===== config.mk =====
export PLATFORM = sky130hd
export DESIGN_NAME = multicycle_control
export DESIGN_NICKNAME = d
export VERILOG_FILES = /design/src/rtl/multicycle_control.sv
export SDC_FILE = /design/constraint.sdc
export NUM_CORES = 1
export LEC_CHECK = 0
export ABC_AREA = 0
export CELL_PAD_IN_SITES_DETAIL_PLACEMENT = 0
export CELL_PAD_IN_SITES_GLOBAL_PLACEMENT = 2
export CORE_ASPECT_RATIO = 0.5
export CORE_MARGIN = 1.5
export CORE_UTILIZATION = 18
export DETAILED_ROUTE_END_ITERATION = 16
export PLACE_DENSITY = 0.95
export REMOVE_ABC_BUFFERS = 1
export SETUP_SLACK_MARGIN = 0.1
export SLEW_MARGIN = 5
export SYNTH_ARGS = -nofsm -noshare
export SYNTH_HDL_FRONTEND = slang
export SYNTH_SLANG_ARGS = --single-unit

===== constraint.sdc =====
create_clock -name clk -period 5 [get_ports clk]
set_clock_uncertainty 0.05 [all_clocks]
set_input_delay 1 -clock clk [delete_from_list [all_inputs] [get_ports clk]]
set_output_delay 1 -clock clk [all_outputs]
set_load 0.005 [all_outputs]

===== src/rtl/multicycle_control.sv =====
// Multicycle main control FSM for an RV32I subset (add/sub/and/or/srl/lw/lb/sw/beq/ori).
// The state register is the only storage; all strobes are decoded from it and gated by mem_ready where needed.
module multicycle_control (
  input  logic       clk,
  input  logic       reset,
  input  logic [6:0] opcode,
  input  logic [2:0] funct3,
  input  logic       mem_ready,
  output logic       mem_req,
  output logic       mem_write,
  output logic       iord,
  output logic       ir_write,
  output logic       pc_write,
  output logic       pc_write_cond,
  output logic       pc_source,
  output logic [1:0] alu_src_a,
  output logic [1:0] alu_src_b,
  output logic       alu_op1,
  output logic       alu_op0,
  output logic       funct_zero,
  output logic       reg_write,
  output logic       mem_to_reg,
  output logic       load_byte,
  output logic       instr_done,
  output logic       illegal,
  output logic [3:0] state
);

  localparam logic [6:0] OP_R      = 7'b0110011;
  localparam logic [6:0] OP_LOAD   = 7'b0000011;
  localparam logic [6:0] OP_STORE  = 7'b0100011;
  localparam logic [6:0] OP_BRANCH = 7'b1100011;
  localparam logic [6:0] OP_IARITH = 7'b0010011;

  typedef enum logic [3:0] {
    S_FETCH     = 4'd0,
    S_DECODE    = 4'd1,
    S_MEM_ADDR  = 4'd2,
    S_MEM_READ  = 4'd3,
    S_MEM_WB    = 4'd4,
    S_MEM_WRITE = 4'd5,
    S_EXEC_R    = 4'd6,
    S_EXEC_I    = 4'd7,
    S_ALU_WB    = 4'd8,
    S_BRANCH    = 4'd9,
    S_HALT      = 4'd15
  } state_e;

  state_e state_q;

  always_ff @(posedge clk) begin
    if (reset) begin
      state_q <= S_FETCH;
    end else begin
      case (state_q)
        S_FETCH:     if (mem_ready) state_q <= S_DECODE;
        S_DECODE: begin
          case (opcode)
            OP_LOAD, OP_STORE: state_q <= S_MEM_ADDR;
            OP_R:              state_q <= S_EXEC_R;
            OP_IARITH:         state_q <= S_EXEC_I;
            OP_BRANCH:         state_q <= S_BRANCH;
            default:           state_q <= S_HALT;
          endcase
        end
        S_MEM_ADDR:  state_q <= (opcode == OP_STORE) ? S_MEM_WRITE : S_MEM_READ;
        S_MEM_READ:  if (mem_ready) state_q <= S_MEM_WB;
        S_MEM_WB:    state_q <= S_FETCH;
        S_MEM_WRITE: if (mem_ready) state_q <= S_FETCH;
        S_EXEC_R,
        S_EXEC_I:    state_q <= S_ALU_WB;
        S_ALU_WB,
        S_BRANCH:    state_q <= S_FETCH;
        default:     state_q <= S_HALT;
      endcase
    end
  end

  assign state = state_q;

  // Reset overrides the decode so an abandoned instruction cannot strobe a write.
  always_comb begin
    mem_req       = 1'b0;
    mem_write     = 1'b0;
    iord          = 1'b0;
    ir_write      = 1'b0;
    pc_write      = 1'b0;
    pc_write_cond = 1'b0;
    pc_source     = 1'b0;
    alu_src_a     = 2'b00;
    alu_src_b     = 2'b00;
    alu_op1       = 1'b0;
    alu_op0       = 1'b0;
    funct_zero    = 1'b0;
    reg_write     = 1'b0;
    mem_to_reg    = 1'b0;
    load_byte     = 1'b0;
    instr_done    = 1'b0;
    illegal       = 1'b0;
    if (!reset) begin
      case (state_q)
        S_FETCH: begin
          mem_req    = 1'b1;
          alu_src_b  = 2'b01;
          funct_zero = 1'b1;
          ir_write   = mem_ready;
          pc_write   = mem_ready;
        end
        S_DECODE: begin
          alu_src_a  = 2'b10;
          alu_src_b  = 2'b10;
          funct_zero = 1'b1;
        end
        S_MEM_ADDR: begin
          alu_src_a  = 2'b01;
          alu_src_b  = 2'b10;
          funct_zero = 1'b1;
        end
        S_MEM_READ: begin
          mem_req = 1'b1;
          iord    = 1'b1;
        end
        S_MEM_WB: begin
          reg_write  = 1'b1;
          mem_to_reg = 1'b1;
          load_byte  = (funct3 == 3'b000);
          instr_done = 1'b1;
        end
        S_MEM_WRITE: begin
          mem_req    = 1'b1;
          mem_write  = 1'b1;
          iord       = 1'b1;
          instr_done = mem_ready;
        end
        S_EXEC_R: begin
          alu_src_a = 2'b01;
          alu_op1   = 1'b1;
        end
        S_EXEC_I: begin
          alu_src_a = 2'b01;
          alu_src_b = 2'b10;
        end
        S_ALU_WB: begin
          reg_write  = 1'b1;
          instr_done = 1'b1;
        end
        S_BRANCH: begin
          alu_src_a     = 2'b01;
          alu_op0       = 1'b1;
          pc_write_cond = 1'b1;
          pc_source     = 1'b1;
          instr_done    = 1'b1;
        end
        S_HALT:  illegal = 1'b1;
        default: ;
      endcase
    end
  end

endmodule


==> reports/results.tsv <==
stage	metric	value	unit
setup_path	CP Capture Type	output port	
synth	simple-gate area share of the yosys netlist	0.369	
die	Core Box Area	2650	um2
drt	WL per Instance	11.3	um
synth	#FFs+latches synth	4	
worst_hold_path	hold depth	2	
status	status	completed	
worst_hold_path	Min-Delay Endpoint	state[1]	
die	total die area	3210	um2
synth	share of the yosys chip area belonging to registers	0.155	
setup_path	FF-to-FF setup slack	3110	ps
cts	Worst-Skew Late Latency	210	ps
synth	xor-xnor portion of the synthesized cell area	0.0510	
cts	Reg clk slew, reported paths	30	ps
cts	cts bufs inserted	3	
cts	CTS Hold Bufs	0	
synth	dominant cells by area after synthesis	dfxtp_1 16%, nor3_1 7.8%, a211o_1 5.1%	
synth	Syn Inst Count	71	
drt	Via-to-Cell Ratio	4.54	
final_layout	# fillers	284	
die	io pins	36	
setup_path	RR Startpoint	state[0]	
sta	Tcrit/Tclk final	0.788	
cts	Clock Path Buffers	2	
drt	Final ANT Viol Nets	0	
cts	CTS tree	yes	
sta	worst slew pin tran	595	ps
sta	setup violators final	0	
setup_path	Crit path required time	3950	ps
synth	Top FF cell, synth	dfxtp_1	
place	HPWL Detailed	1.20	mm
cts	htree depth	1	
global_route	initial antenna violation count	0	
synth	largest family of logic cells by synthesized area	simple AND/OR/NAND/NOR gates	
final_layout	antenna diode count	0	
synth	post-synthesis mux area share	0.0194	
final_layout	final core occ	0.345	
final_layout	area of the multi-input gates	375	um2
drt	Total Wirelength	1.58	mm
place	Port Buf Inserts	35	
place	Final GP Congestion	0.708	
final_layout	share of layout cells above drive strength 1	0.0686	
worst_hold_path	worst hold start	state[1]	
place	Inst Count DP	136	
power	PD cells	466	nW/um2
sta	TNS Setup	0	ps
drt	Vias	631	
global_route	vias in the first global route	560	
worst_hold_path	HP Class	reg -> reg	
cts	root buffer cell	clkbuf_8	
run	Max-cap violations	0	
synth	Syn Area/Cell	7.26	um2
synth	cell accounting for the most synthesized area	dfxtp_1	
global_route	GR Util All Layers	0.101	
setup_path	CP arrival	2890	ps
synth	Yosys top cell area share	0.155	
sta	RSZ-0062 raised after global routing	false	
die	die height	40.8	um
sta	Final Hold Vio Count	0	
setup_path	Worst Path Max Fanout	15	
final_layout	Sequential Area	80.1	um2
cts	CTS Sinks	4	
cts	CTS resizes	0	
sta	Slew Limit Fails	0	
synth	Post-synth EDFFs	0	
final_layout	number of flip-flops in the largest register	4	
global_route	Overflow after GRT	0	
final_layout	area delta synth->final	77.7	%
setup_path	RR Endpoint	state[1]	
sta	Slew HR	0.603	
setup_path	CP startpoint kind	primary input	
setup_path	Setup CP Type	in -> out	
drt	drt first pass iters	3	
final_layout	non-filler cells, final	139	
power	Power, Total	427	uW
die	Starting Density	0.194	
setup_path	Register-to-Register Path Depth	4	
drt	residual DRC count	0	
sta	Peak Freq	0.254	GHz
power	Max VDD drop	0.0992	mV
synth	Synth Area in Compound Gates	0.289	
synth	post-synth cell types	33	
cts	Post-CTS Setup Inserts	0	
final_layout	nets@finish	117	
synth	Synth Area in Adders	0	
sta	Min Hold Slack	742	ps
power	leak pwr	0.307	nW
synth	cell area after synthesis	515	um2
sta	Tmin final	3940	ps
global_route	largest net degree at the start of global routing	19	
synth	YS warnings	0	
global_route	first-pass GRT wire length	2.50	mm
drt	initial drt markers	24	
die	cell row count	13	
die	Die X	78.7	um
synth	ys async rst share	0	
## worst max-delay path by stage
| stage | start | end | cells past startpoint | slack (ps) |
|---|---|---|---|---|
| 6_report | reset | load_byte | 6 | 1060 |
| 5_1_grt | reset | load_byte | 6 | 840 |
| 4_1_cts | reset | load_byte | 6 | 1020 |
| 3_5_place_dp | reset | load_byte | 6 | 1030 |
| 3_3_place_gp | reset | load_byte | 6 | 1070 |
| 2_1_floorplan | reset | load_byte | 3 | 2110 |
## through the flow
step | setup slack (ps) | instance area, um2
after floorplan | 2110 | 470
after global placement | 1070 | 875
after detailed placement | 1030 | 875
after CTS | 1020 | 916
after global routing | 841 | 916
final | 1060 | 916
## cells in the final DEF, fill, tap and decap left out, types with 3 or more instances in the layout
cell             instances
nor2_1                   6
clkbuf_8                 3
a211o_1                  3
clkdlybuf4s50_1         35
inv_1                    4
dfxtp_1                  4
nor3_1                   8
a21oi_1                  4
## power by group
part / total [mW] / switching [mW] / internal [mW]
Combinational: 0.257 / 0.0937 / 0.164
Clock: 0.0659 / 0.0148 / 0.0511
Sequential: 0.103 / 0.0577 / 0.0455
Total: 0.427 / 0.166 / 0.260
## cell type report
cell class                 instances  area share
multi-input combinational         55       0.410
timing repair buffer              36       0.391
sequential                         4      0.0874
tap                               37      0.0505
clock buffer                       3      0.0451
inverter                           4      0.0164
## synthesized netlist by cell type (3+ instances only)
| cell | n |
|---|---|
| nor3_1 | 8 |
| nor2_1 | 6 |
| a21oi_1 | 4 |
| dfxtp_1 | 4 |
| inv_1 | 4 |
| a211o_1 | 3 |
| buf_2 | 3 |
| buf_4 | 3 |
## critical path: stages
cell and delay (ps):
clkdlybuf4s50_1 400, buf_4 180, or3_1 330, nor3_1 180, nor4b_1 250, clkdlybuf4s50_1 550
## kinds of logic (layout without fill, tap and decap cells)
| logic type | Yosys count | after routing |
|---|---|---|
| simple gates | 31 | 31 |
| xor+xnor | 3 | 3 |
| mux | 1 | 1 |
| flops | 4 | 4 |
| compound gates | 20 | 20 |
| buf+inv | 12 | 43 |
## routing by layer
layer	track usage	routed length [um]	share of wire	vias to the layer above
met5	0	0	0	-
met4	0.0536	0	0	0
met3	0.00222	27	0.017	0
met2	0.205	787	0.50	5
met1	0.117	761	0.48	298
li1	-	-	-	328
Power figures use the tool's default switching activity.
